**config.mk**
```make
export PLATFORM = sky130hd
export DESIGN_NAME = mc_control_fsm_flat
export DESIGN_NICKNAME = d
export VERILOG_FILES = /design/src/rtl/mc_control_fsm_if.sv /design/src/rtl/mc_control_fsm.sv /design/src/flat_wrapper.sv
export SDC_FILE = /design/constraint.sdc
export NUM_CORES = 1
export LEC_CHECK = 0
export BUFFER_PORTS_ARGS = -buffer_cell sky130_fd_sc_hd__buf_4
export CAP_MARGIN = 20
export CORE_MARGIN = 2
export CORE_UTILIZATION = 50
export DETAILED_ROUTE_END_ITERATION = 8
export PLACE_DENSITY = 0.76
export SLEW_MARGIN = 20
export SYNTH_ARGS = -nofsm -noshare
export SYNTH_HDL_FRONTEND = slang
export SYNTH_SLANG_ARGS = --single-unit
```
**constraint.sdc**
```tcl
create_clock -name clk -period 4.4 [get_ports clk]
set_input_delay 0.44 -clock clk [delete_from_list [all_inputs] [get_ports clk]]
set_output_delay 0.44 -clock clk [all_outputs]
set_load 0.02 [all_outputs]
```
**src/rtl/mc_control_fsm_if.sv**
```systemverilog
// rtl/mc_control_fsm_if.sv - handshake/control bundle between datapath and mc_control_fsm
//
// Purpose: groups every non-clock/reset signal of the multi-cycle control FSM.
// Modports:
//   master - datapath/memory side: drives run, opcode, zero, mem_ready;
//            observes state and all control strobes.
//   slave  - the control FSM: samples the inputs above, drives
//            state, busy, error, mem_req, mem_sel, weIR, wePc, pc_src,
//            weReg, weMem, alu_src, wb_sel, aluop, instr_done.

interface mc_control_fsm_if;
  logic       run;
  logic [6:0] opcode;
  logic       zero;
  logic       mem_ready;

  logic [3:0] state;
  logic       busy;
  logic       error;
  logic       mem_req;
  logic       mem_sel;
  logic       weIR;
  logic       wePc;
  logic [1:0] pc_src;
  logic       weReg;
  logic       weMem;
  logic       alu_src;
  logic       wb_sel;
  logic [1:0] aluop;
  logic       instr_done;

  modport master (
    output run, opcode, zero, mem_ready,
    input  state, busy, error, mem_req, mem_sel, weIR, wePc, pc_src,
           weReg, weMem, alu_src, wb_sel, aluop, instr_done
  );

  modport slave (
    input  run, opcode, zero, mem_ready,
    output state, busy, error, mem_req, mem_sel, weIR, wePc, pc_src,
           weReg, weMem, alu_src, wb_sel, aluop, instr_done
  );
endinterface

```
**src/rtl/mc_control_fsm.sv**
```systemverilog
// rtl/mc_control_fsm.sv - multi-cycle CPU control FSM (fetch/decode/execute/mem/write-back)
//
// Purpose: sequences one instruction at a time through FETCH, DECODE, EXECUTE,
// MEM and WRITE_BACK, producing datapath write enables and mux selects, with a
// memory-wait watchdog that parks the FSM in ERROR until reset.
// Parameter:
//   TIMEOUT_CYC - consecutive memory-wait cycles tolerated before fault (1..255)
// Ports:
//   clk   - clock, all state updates on its rising edge
//   reset - asynchronous active-high reset
//   bus   - mc_control_fsm_if.slave: run/opcode/zero/mem_ready in;
//           state and control strobes out (all combinational from state,
//           latched opcode and mem_ready)
// Build option:
//   MC_CTRL_BRANCH_EN - when defined, BEQ (1100011) executes as a branch;
//                       otherwise it is an illegal opcode and pc_src stays 00.

module mc_control_fsm #(
  parameter int unsigned TIMEOUT_CYC = 15
) (
  input logic             clk,
  input logic             reset,
  mc_control_fsm_if.slave bus
);

  typedef enum logic [3:0] {
    S_IDLE       = 4'd0,
    S_FETCH      = 4'd1,
    S_DECODE     = 4'd2,
    S_EXECUTE    = 4'd3,
    S_MEM        = 4'd4,
    S_WRITE_BACK = 4'd5,
    S_ERROR      = 4'd6
  } state_t;

  localparam logic [6:0] OP_LW  = 7'b0000011;
  localparam logic [6:0] OP_SW  = 7'b0100011;
  localparam logic [6:0] OP_R   = 7'b0110011;
  localparam logic [6:0] OP_I   = 7'b0010011;
  localparam logic [6:0] OP_BEQ = 7'b1100011;

  // The wait cycle whose count would bring the counter up to TIMEOUT_CYC.
  localparam logic [7:0] WAIT_LAST = 8'(TIMEOUT_CYC - 1);

  state_t     state_q, state_d;
  logic [7:0] wait_q, wait_d;
  logic [6:0] opcode_q, opcode_d;

  logic       busy_c, error_c, mem_req_c, mem_sel_c, weir_c, wepc_c;
  logic [1:0] pc_src_c;
  logic       wereg_c, wemem_c, alu_src_c, wb_sel_c;
  logic [1:0] aluop_c;
  logic       instr_done_c;

  logic       is_lw, is_sw;
  logic       decode_legal;

  assign is_lw = (opcode_q == OP_LW);
  assign is_sw = (opcode_q == OP_SW);

`ifdef MC_CTRL_BRANCH_EN
  assign decode_legal = (bus.opcode == OP_LW) || (bus.opcode == OP_SW) ||
                        (bus.opcode == OP_R)  || (bus.opcode == OP_I)  ||
                        (bus.opcode == OP_BEQ);
`else
  assign decode_legal = (bus.opcode == OP_LW) || (bus.opcode == OP_SW) ||
                        (bus.opcode == OP_R)  || (bus.opcode == OP_I);
  // The zero flag only matters to branches.
  logic unused_zero;
  assign unused_zero = bus.zero;
`endif

  always_ff @(posedge clk or posedge reset) begin
    if (reset) begin
      state_q  <= S_IDLE;
      wait_q   <= 8'd0;
      opcode_q <= 7'd0;
    end else begin
      state_q  <= state_d;
      wait_q   <= wait_d;
      opcode_q <= opcode_d;
    end
  end

  always_comb begin
    state_d      = state_q;
    wait_d       = 8'd0;
    opcode_d     = opcode_q;
    busy_c       = 1'b0;
    error_c      = 1'b0;
    mem_req_c    = 1'b0;
    mem_sel_c    = 1'b0;
    weir_c       = 1'b0;
    wepc_c       = 1'b0;
    pc_src_c     = 2'b00;
    wereg_c      = 1'b0;
    wemem_c      = 1'b0;
    alu_src_c    = 1'b0;
    wb_sel_c     = 1'b0;
    aluop_c      = 2'b00;
    instr_done_c = 1'b0;

    case (state_q)
      S_IDLE: begin
        if (bus.run) state_d = S_FETCH;
      end

      S_FETCH: begin
        busy_c    = 1'b1;
        mem_req_c = 1'b1;
        if (bus.mem_ready) begin
          weir_c  = 1'b1;
          state_d = S_DECODE;
        end else if (wait_q == WAIT_LAST) begin
          state_d = S_ERROR;
        end else begin
          wait_d = wait_q + 8'd1;
        end
      end

      S_DECODE: begin
        busy_c   = 1'b1;
        opcode_d = bus.opcode;
        state_d  = decode_legal ? S_EXECUTE : S_ERROR;
      end

      S_EXECUTE: begin
        busy_c = 1'b1;
        case (opcode_q)
          OP_LW, OP_SW: begin
            alu_src_c = 1'b1;
            state_d   = S_MEM;
          end
          OP_R: begin
            aluop_c = 2'b10;
            state_d = S_WRITE_BACK;
          end
          OP_I: begin
            aluop_c   = 2'b10;
            alu_src_c = 1'b1;
            state_d   = S_WRITE_BACK;
          end
`ifdef MC_CTRL_BRANCH_EN
          // Branch resolves and retires here; no MEM or WRITE_BACK.
          OP_BEQ: begin
            aluop_c      = 2'b01;
            wepc_c       = 1'b1;
            instr_done_c = 1'b1;
            pc_src_c     = bus.zero ? 2'b01 : 2'b00;
            state_d      = bus.run ? S_FETCH : S_IDLE;
          end
`endif
          default: state_d = S_ERROR;
        endcase
      end

      S_MEM: begin
        busy_c    = 1'b1;
        mem_req_c = 1'b1;
        mem_sel_c = 1'b1;
        alu_src_c = 1'b1;
        wemem_c   = is_sw;
        if (bus.mem_ready) begin
          if (is_sw) begin
            wepc_c       = 1'b1;
            instr_done_c = 1'b1;
            state_d      = bus.run ? S_FETCH : S_IDLE;
          end else begin
            state_d = S_WRITE_BACK;
          end
        end else if (wait_q == WAIT_LAST) begin
          state_d = S_ERROR;
        end else begin
          wait_d = wait_q + 8'd1;
        end
      end

      S_WRITE_BACK: begin
        busy_c       = 1'b1;
        wereg_c      = 1'b1;
        wb_sel_c     = is_lw;
        wepc_c       = 1'b1;
        instr_done_c = 1'b1;
        state_d      = bus.run ? S_FETCH : S_IDLE;
      end

      S_ERROR: begin
        error_c = 1'b1;
      end

      default: state_d = S_ERROR;
    endcase
  end

  assign bus.state      = state_q;
  assign bus.busy       = busy_c;
  assign bus.error      = error_c;
  assign bus.mem_req    = mem_req_c;
  assign bus.mem_sel    = mem_sel_c;
  assign bus.weIR       = weir_c;
  assign bus.wePc       = wepc_c;
  assign bus.pc_src     = pc_src_c;
  assign bus.weReg      = wereg_c;
  assign bus.weMem      = wemem_c;
  assign bus.alu_src    = alu_src_c;
  assign bus.wb_sel     = wb_sel_c;
  assign bus.aluop      = aluop_c;
  assign bus.instr_done = instr_done_c;

endmodule

```
**src/flat_wrapper.sv**
```systemverilog
// flat-port wrapper written by rule: the top's interface ports become plain ports
module mc_control_fsm_flat 
#(
  parameter int unsigned TIMEOUT_CYC = 15
)
  (clk, reset, bus_run, bus_opcode, bus_zero, bus_mem_ready, bus_state, bus_busy, bus_error, bus_mem_req, bus_mem_sel, bus_weIR, bus_wePc, bus_pc_src, bus_weReg, bus_weMem, bus_alu_src, bus_wb_sel, bus_aluop, bus_instr_done);
  mc_control_fsm_if bus_i ();
  input logic clk;
  input logic reset;
  input wire logic [$bits(bus_i.run)-1:0] bus_run;
  input wire logic [$bits(bus_i.opcode)-1:0] bus_opcode;
  input wire logic [$bits(bus_i.zero)-1:0] bus_zero;
  input wire logic [$bits(bus_i.mem_ready)-1:0] bus_mem_ready;
  output wire logic [$bits(bus_i.state)-1:0] bus_state;
  output wire logic [$bits(bus_i.busy)-1:0] bus_busy;
  output wire logic [$bits(bus_i.error)-1:0] bus_error;
  output wire logic [$bits(bus_i.mem_req)-1:0] bus_mem_req;
  output wire logic [$bits(bus_i.mem_sel)-1:0] bus_mem_sel;
  output wire logic [$bits(bus_i.weIR)-1:0] bus_weIR;
  output wire logic [$bits(bus_i.wePc)-1:0] bus_wePc;
  output wire logic [$bits(bus_i.pc_src)-1:0] bus_pc_src;
  output wire logic [$bits(bus_i.weReg)-1:0] bus_weReg;
  output wire logic [$bits(bus_i.weMem)-1:0] bus_weMem;
  output wire logic [$bits(bus_i.alu_src)-1:0] bus_alu_src;
  output wire logic [$bits(bus_i.wb_sel)-1:0] bus_wb_sel;
  output wire logic [$bits(bus_i.aluop)-1:0] bus_aluop;
  output wire logic [$bits(bus_i.instr_done)-1:0] bus_instr_done;
  assign bus_i.run = bus_run;
  assign bus_i.opcode = bus_opcode;
  assign bus_i.zero = bus_zero;
  assign bus_i.mem_ready = bus_mem_ready;
  assign bus_state = bus_i.state;
  assign bus_busy = bus_i.busy;
  assign bus_error = bus_i.error;
  assign bus_mem_req = bus_i.mem_req;
  assign bus_mem_sel = bus_i.mem_sel;
  assign bus_weIR = bus_i.weIR;
  assign bus_wePc = bus_i.wePc;
  assign bus_pc_src = bus_i.pc_src;
  assign bus_weReg = bus_i.weReg;
  assign bus_weMem = bus_i.weMem;
  assign bus_alu_src = bus_i.alu_src;
  assign bus_wb_sel = bus_i.wb_sel;
  assign bus_aluop = bus_i.aluop;
  assign bus_instr_done = bus_i.instr_done;
  mc_control_fsm #(.TIMEOUT_CYC(TIMEOUT_CYC)) u_core (.clk(clk), .reset(reset), .bus(bus_i));
endmodule
```
# [Yosys cells after proc, flatten, opt, wreduce, memory -nomap -nowiden]
# Cells that the tools add are included.
[op_classes] reduce_logical=10 mux=28 bitwise=1 eq_ne=16 n_addsub=1
[ops] cell="$eq A7 B6 Y1 const B" count=4
[ops] cell="$pmux W4 S7" count=1
[ops] cell="$mux W8" count=3
[ops] cell="$mux W4" count=5
[ops] cell="$eq A7 B2 Y1 const B" count=2
[ops] cell="$eq A7 B5 Y1 const B" count=2
[ops] cell="$mux W1" count=13
[ops] cell="$eq A4 B3 Y1 const B" count=3
[ops] cell="$add A8 B1 Y8 const B" count=1
[ops] cell="$eq A4 B2 Y1 const B" count=2
[ops] cell="$eq A8 B4 Y1 const B" count=1
[ops] cell="$reduce_or A2 Y1" count=3
[ops] cell="$reduce_or A5 Y1" count=1
[ops] cell="$eq A4 B1 Y1 const B" count=1
[ops] cell="$logic_not A4 Y1" count=1
[ops] cell="$mux W2" count=2
[ops] cell="$pmux W1 S2" count=2
[ops] cell="$pmux W2 S2" count=1
[ops] cell="$logic_or A1 B1 Y1" count=3
[ops] cell="$mux W3" count=1
[ops] cell="$reduce_or A3 Y1" count=1
[ops] cell="$ne A2 B2 Y1 const B" count=1
[ops] cell="$reduce_and A2 Y1" count=1
[ops] cell="$not A1 Y1" count=1
[word_totals] reg_bits=19 elab_cells=59

# [Logic depth before layout (Yosys ltp)]
[logic_depth] ltp_word=6 depth_mapped=5

# [Least setup slack after synthesis]
# OpenSTA, ideal clock, no wires.
[synth_timing] path_type="register to output" start="register u_core.state_q[1] (netlist: u_core.bus.state[1])" end="output bus_wePc" t_arrival_ps=1868 t_required_ps=3960 stages_incl_launch_ff=6 slack_ps=2092 path_buffers=2 cell_sequence="dfrtp_1 buf_6 nor4b_4 and4_2 a21o_1 buf_4"
[synth_via] elab_chain_cells=2 elab_cells_between_ends=3 cone_classes="eq/ne (2); mux (1)"
[synth_rtl] element="from (decl)" line="mc_control_fsm.sv:45" text="state_t state_q, state_d;"
[synth_rtl] element="from (signal assigned)" line="mc_control_fsm.sv:79" text="state_q <= state_d;"
[synth_rtl] element="$eq A4 B3 Y1"
[synth_rtl] element="$pmux W1 S2 *"
[synth_rtl] element="to (decl)" line="flat_wrapper.sv:20" text="output wire logic [$bits(bus_i.wePc)-1:0] bus_wePc;"
# Mark *: on every way between the ends. The rest lies on a longest branch, timed or not.

# [Worst setup path after layout]
[layout_timing] start="register u_core.state_q[0] (netlist: u_core.bus.state[0])" end="output bus_instr_done"
[layout_via] elab_chain_cells=2 elab_cells_between_ends=3 cone_classes="eq/ne (2); mux (1)"
[layout_rtl] element="$eq A4 B3 Y1" line="mc_control_fsm.sv:103" text="case (state_q)"
[layout_rtl] element="$pmux W1 S2 *" line="mc_control_fsm.sv:103"
[layout_rtl] element="to (decl)" line="flat_wrapper.sv:27" text="output wire logic [$bits(bus_i.instr_done)-1:0] bus_instr_done;"
# Marks and branches as above.

==> results.py <==
metrics = {
    "run_status": {
        "outcome": "completed",
    },
    "final_layout": {
        "fin_nets": 153,
        "areaGrowthSynthToFinish_pct": 17.0,
        "final-instance-count-excl-fill": 166,
        "layout-drive-gt1-share_pct": 37.0,
        "n_antenna_cell": 0,
    },
    "synthesis": {
        "synthTopCellsByArea": "dfrtp_1, mux2_2, nor2_1, xor2_1, buf_4",
        "netlist.area_leader.share_pct": 40.1,
        "ys.flop_type": "dfrtp_1",
        "synth_edf_count": 0,
        "synth_top_area_cell": "dfrtp_1",
        "synthCells": 114,
        "synth_seq_cells": 19,
        "yosysWarnings": 0,
        "yosys-top-cells-count": "dfrtp_1, nor2_1, inv_1, mux2_2, xor2_1",
        "ys_seq_area_share_pct": 40.1,
        "syn_area_per_cell_um2": 10.4,
        "syn-cell-area_mm2": 0.00119,
        "synth_cell_types": 45,
        "yosys.cell_count.top_type": "dfrtp_1",
        "synthArstFlopShare_pct": 100,
    },
    "timing": {
        "period_share_pct": 53.2,
        "finClkSkew_ns": 0.00641,
        "slew_violations": 0,
        "timing.final.crit_period_ns": 2.34,
        "setup_violations": 0,
        "fmax_mhz": 427,
        "max_slew_margin_pct": 54.0,
        "fin_setup_tns_ns": 0,
        "hold_violations": 0,
        "worstMarginPinSlew_ns": 0.690,
        "rsz0062_at_grt": "false",
    },
    "route": {
        "dr.pass1.iters": 4,
        "wl_per_cell_um": 13.3,
        "drc_errors": 0,
        "ant_nets": 0,
        "first_iter_violations": 20,
        "vias": 902,
        "wl_mm": 2.21,
        "vias_per_cell": 5.43,
    },
    "pwr": {
        "leakagePower_nw": 0.649,
        "irDropWorstVdd_v": 0.000299,
        "power_density_mw_per_mm2": 248,
    },
    "setup_path": {
        "end_kind": "output pin",
        "worstPathRequired_ns": 3.96,
        "critPathArrivalTime_ns": 1.90,
        "path_max_fanout": 15,
        "crit_type": "reg2out",
        "cp-start-kind": "flop",
    },
    "global_routing": {
        "grt_overflow": 0,
        "grt_antenna_before_repair": 0,
        "grt_pass1_vias": 839,
        "grt_max_degree": 20,
        "grt_pass1_wl_mm": 3.66,
        "grt_usage_pct": 18.0,
    },
    "placement": {
        "numPlacedInstances": 162,
        "gp_congestion": 0.827,
        "io_buffers": 26,
        "dpl.hpwl_mm": 1.77,
    },
    "clock_network": {
        "clk_pin_slew_ns": 0.11,
        "clk_latency_ns": 0.29,
        "cts_resized": 0,
        "h-tree-depth": 1,
        "postCtsSetupBuffers": 0,
        "cts_root_buf": "clkbuf_4",
        "cts_tree": "yes",
        "cts_sinks": 19,
        "ctsHoldBuffers": 0,
        "clk_path_buf_depth": 2,
        "cts_buffers": 3,
    },
    "flow_run": {
        "maxCapViolCount": 0,
    },
    "floorplanning": {
        "io_pins": 31,
        "die_w_um": 52.7,
        "fp.dieArea_mm2": 0.00278,
        "rows": 17,
        "start_util_pct": 53.1,
        "core_region_area_mm2": 0.00223,
        "die_h_um": 52.7,
    },
    "min_path": {
        "hold_path_class": "in2async",
    },
}
where the power goes:
group          switching, mW  internal, mW
logic                 0.0202        0.0287
clock network         0.0510        0.0337
registers             0.0166         0.194
layout by cell type (no fill, tap or decap), types with 3 or more instances in the layout:
master,n
buf_4,26
dfrtp_1,19
nor2_1,14
inv_1,7
mux2_2,7
xor2_1,5
nand2_1,4
and3_1,4
conb_1,4
nand4_1,3
clkbuf_4,3
worst max-delay path, stage by stage (launching register included):
cell and delay, ns:
dfrtp_1 0.62, nor4b_4 0.44, and4_2 0.28, a21o_1 0.13, buf_4 0.14
flip-flops by register name (all words and copies together), names as in the netlist:
| signal | count |
|---|---|
| u_core.wait_q | 8 |
| u_core.opcode_q | 7 |
| u_core.bus.state | 4 |
final cells by class:
cell class,instances,area (µm²)
flip-flops and latches,19,475
clock inverters,1,5.00
repair buffers,26,195
inverters,7,26.3
fillers,193,846
multi-input cells,82,628
well taps,28,35.0
clock buffers,3,22.5
cells by family (layout without fill, tap and decap cells):
logic type                 after synthesis  count (layout)  synth area share (%)
and+or+nand+nor                         45              45                  25.3
DFF                                     19              19                  40.1
AOI/OAI and AO/OA                       17              17                  11.8
buffers and inverters                   16              37                  7.91
xor gates and xnor gates                 7               7                  5.80
muxes                                    7               7                  6.65
adders and majority gates                2               2                  2.11
other                                    1               4                 0.316
metal layers:
metal  global-route usage, %  wire length, µm
met4                    7.26               27
met5                       0                0
met3                    2.00              110
met2                    28.5             1040
met1                    24.9             1030
worst paths after layout:
path	slack (ns)	endpoint	startpoint	depth (start not counted)
worst max-delay path	2.06	bus_instr_done	u_core.bus.state[0]	4
worst min-delay path	0.25	u_core.opcode_q[3]	reset	2
worst max register to register	2.68	u_core.opcode_q[0]	u_core.bus.state[2]	4
worst min register to register	0.51	u_core.opcode_q[3]	u_core.opcode_q[3]	1
max in group asynchronous	3.71	u_core.wait_q[6]	reset	2
min in group clk	0.38	u_core.opcode_q[5]	bus_opcode[5]	2
metrics by stage:
| stage | hold slack [ns] | total power, mW | area [µm²] | util [%] | setup WS [ns] |
|---|---|---|---|---|---|
| final | 0.248 | 0.344 | 1390 | 62.1 | 2.06 |
| after global routing | 0.299 | 0.364 | 1390 | 62.1 | 1.88 |
| after CTS | 0.266 | 0.346 | 1390 | 62.1 | 2.05 |
| after detailed placement | 0.487 | 0.264 | 1360 | 60.9 | 2.38 |
| after global placement | 0.485 | 0.259 | 1360 | 60.9 | 2.40 |
| after floorplan | 0.391 | 0.246 | 1200 | - | 2.09 |
Power figures use the tool's default switching activity.
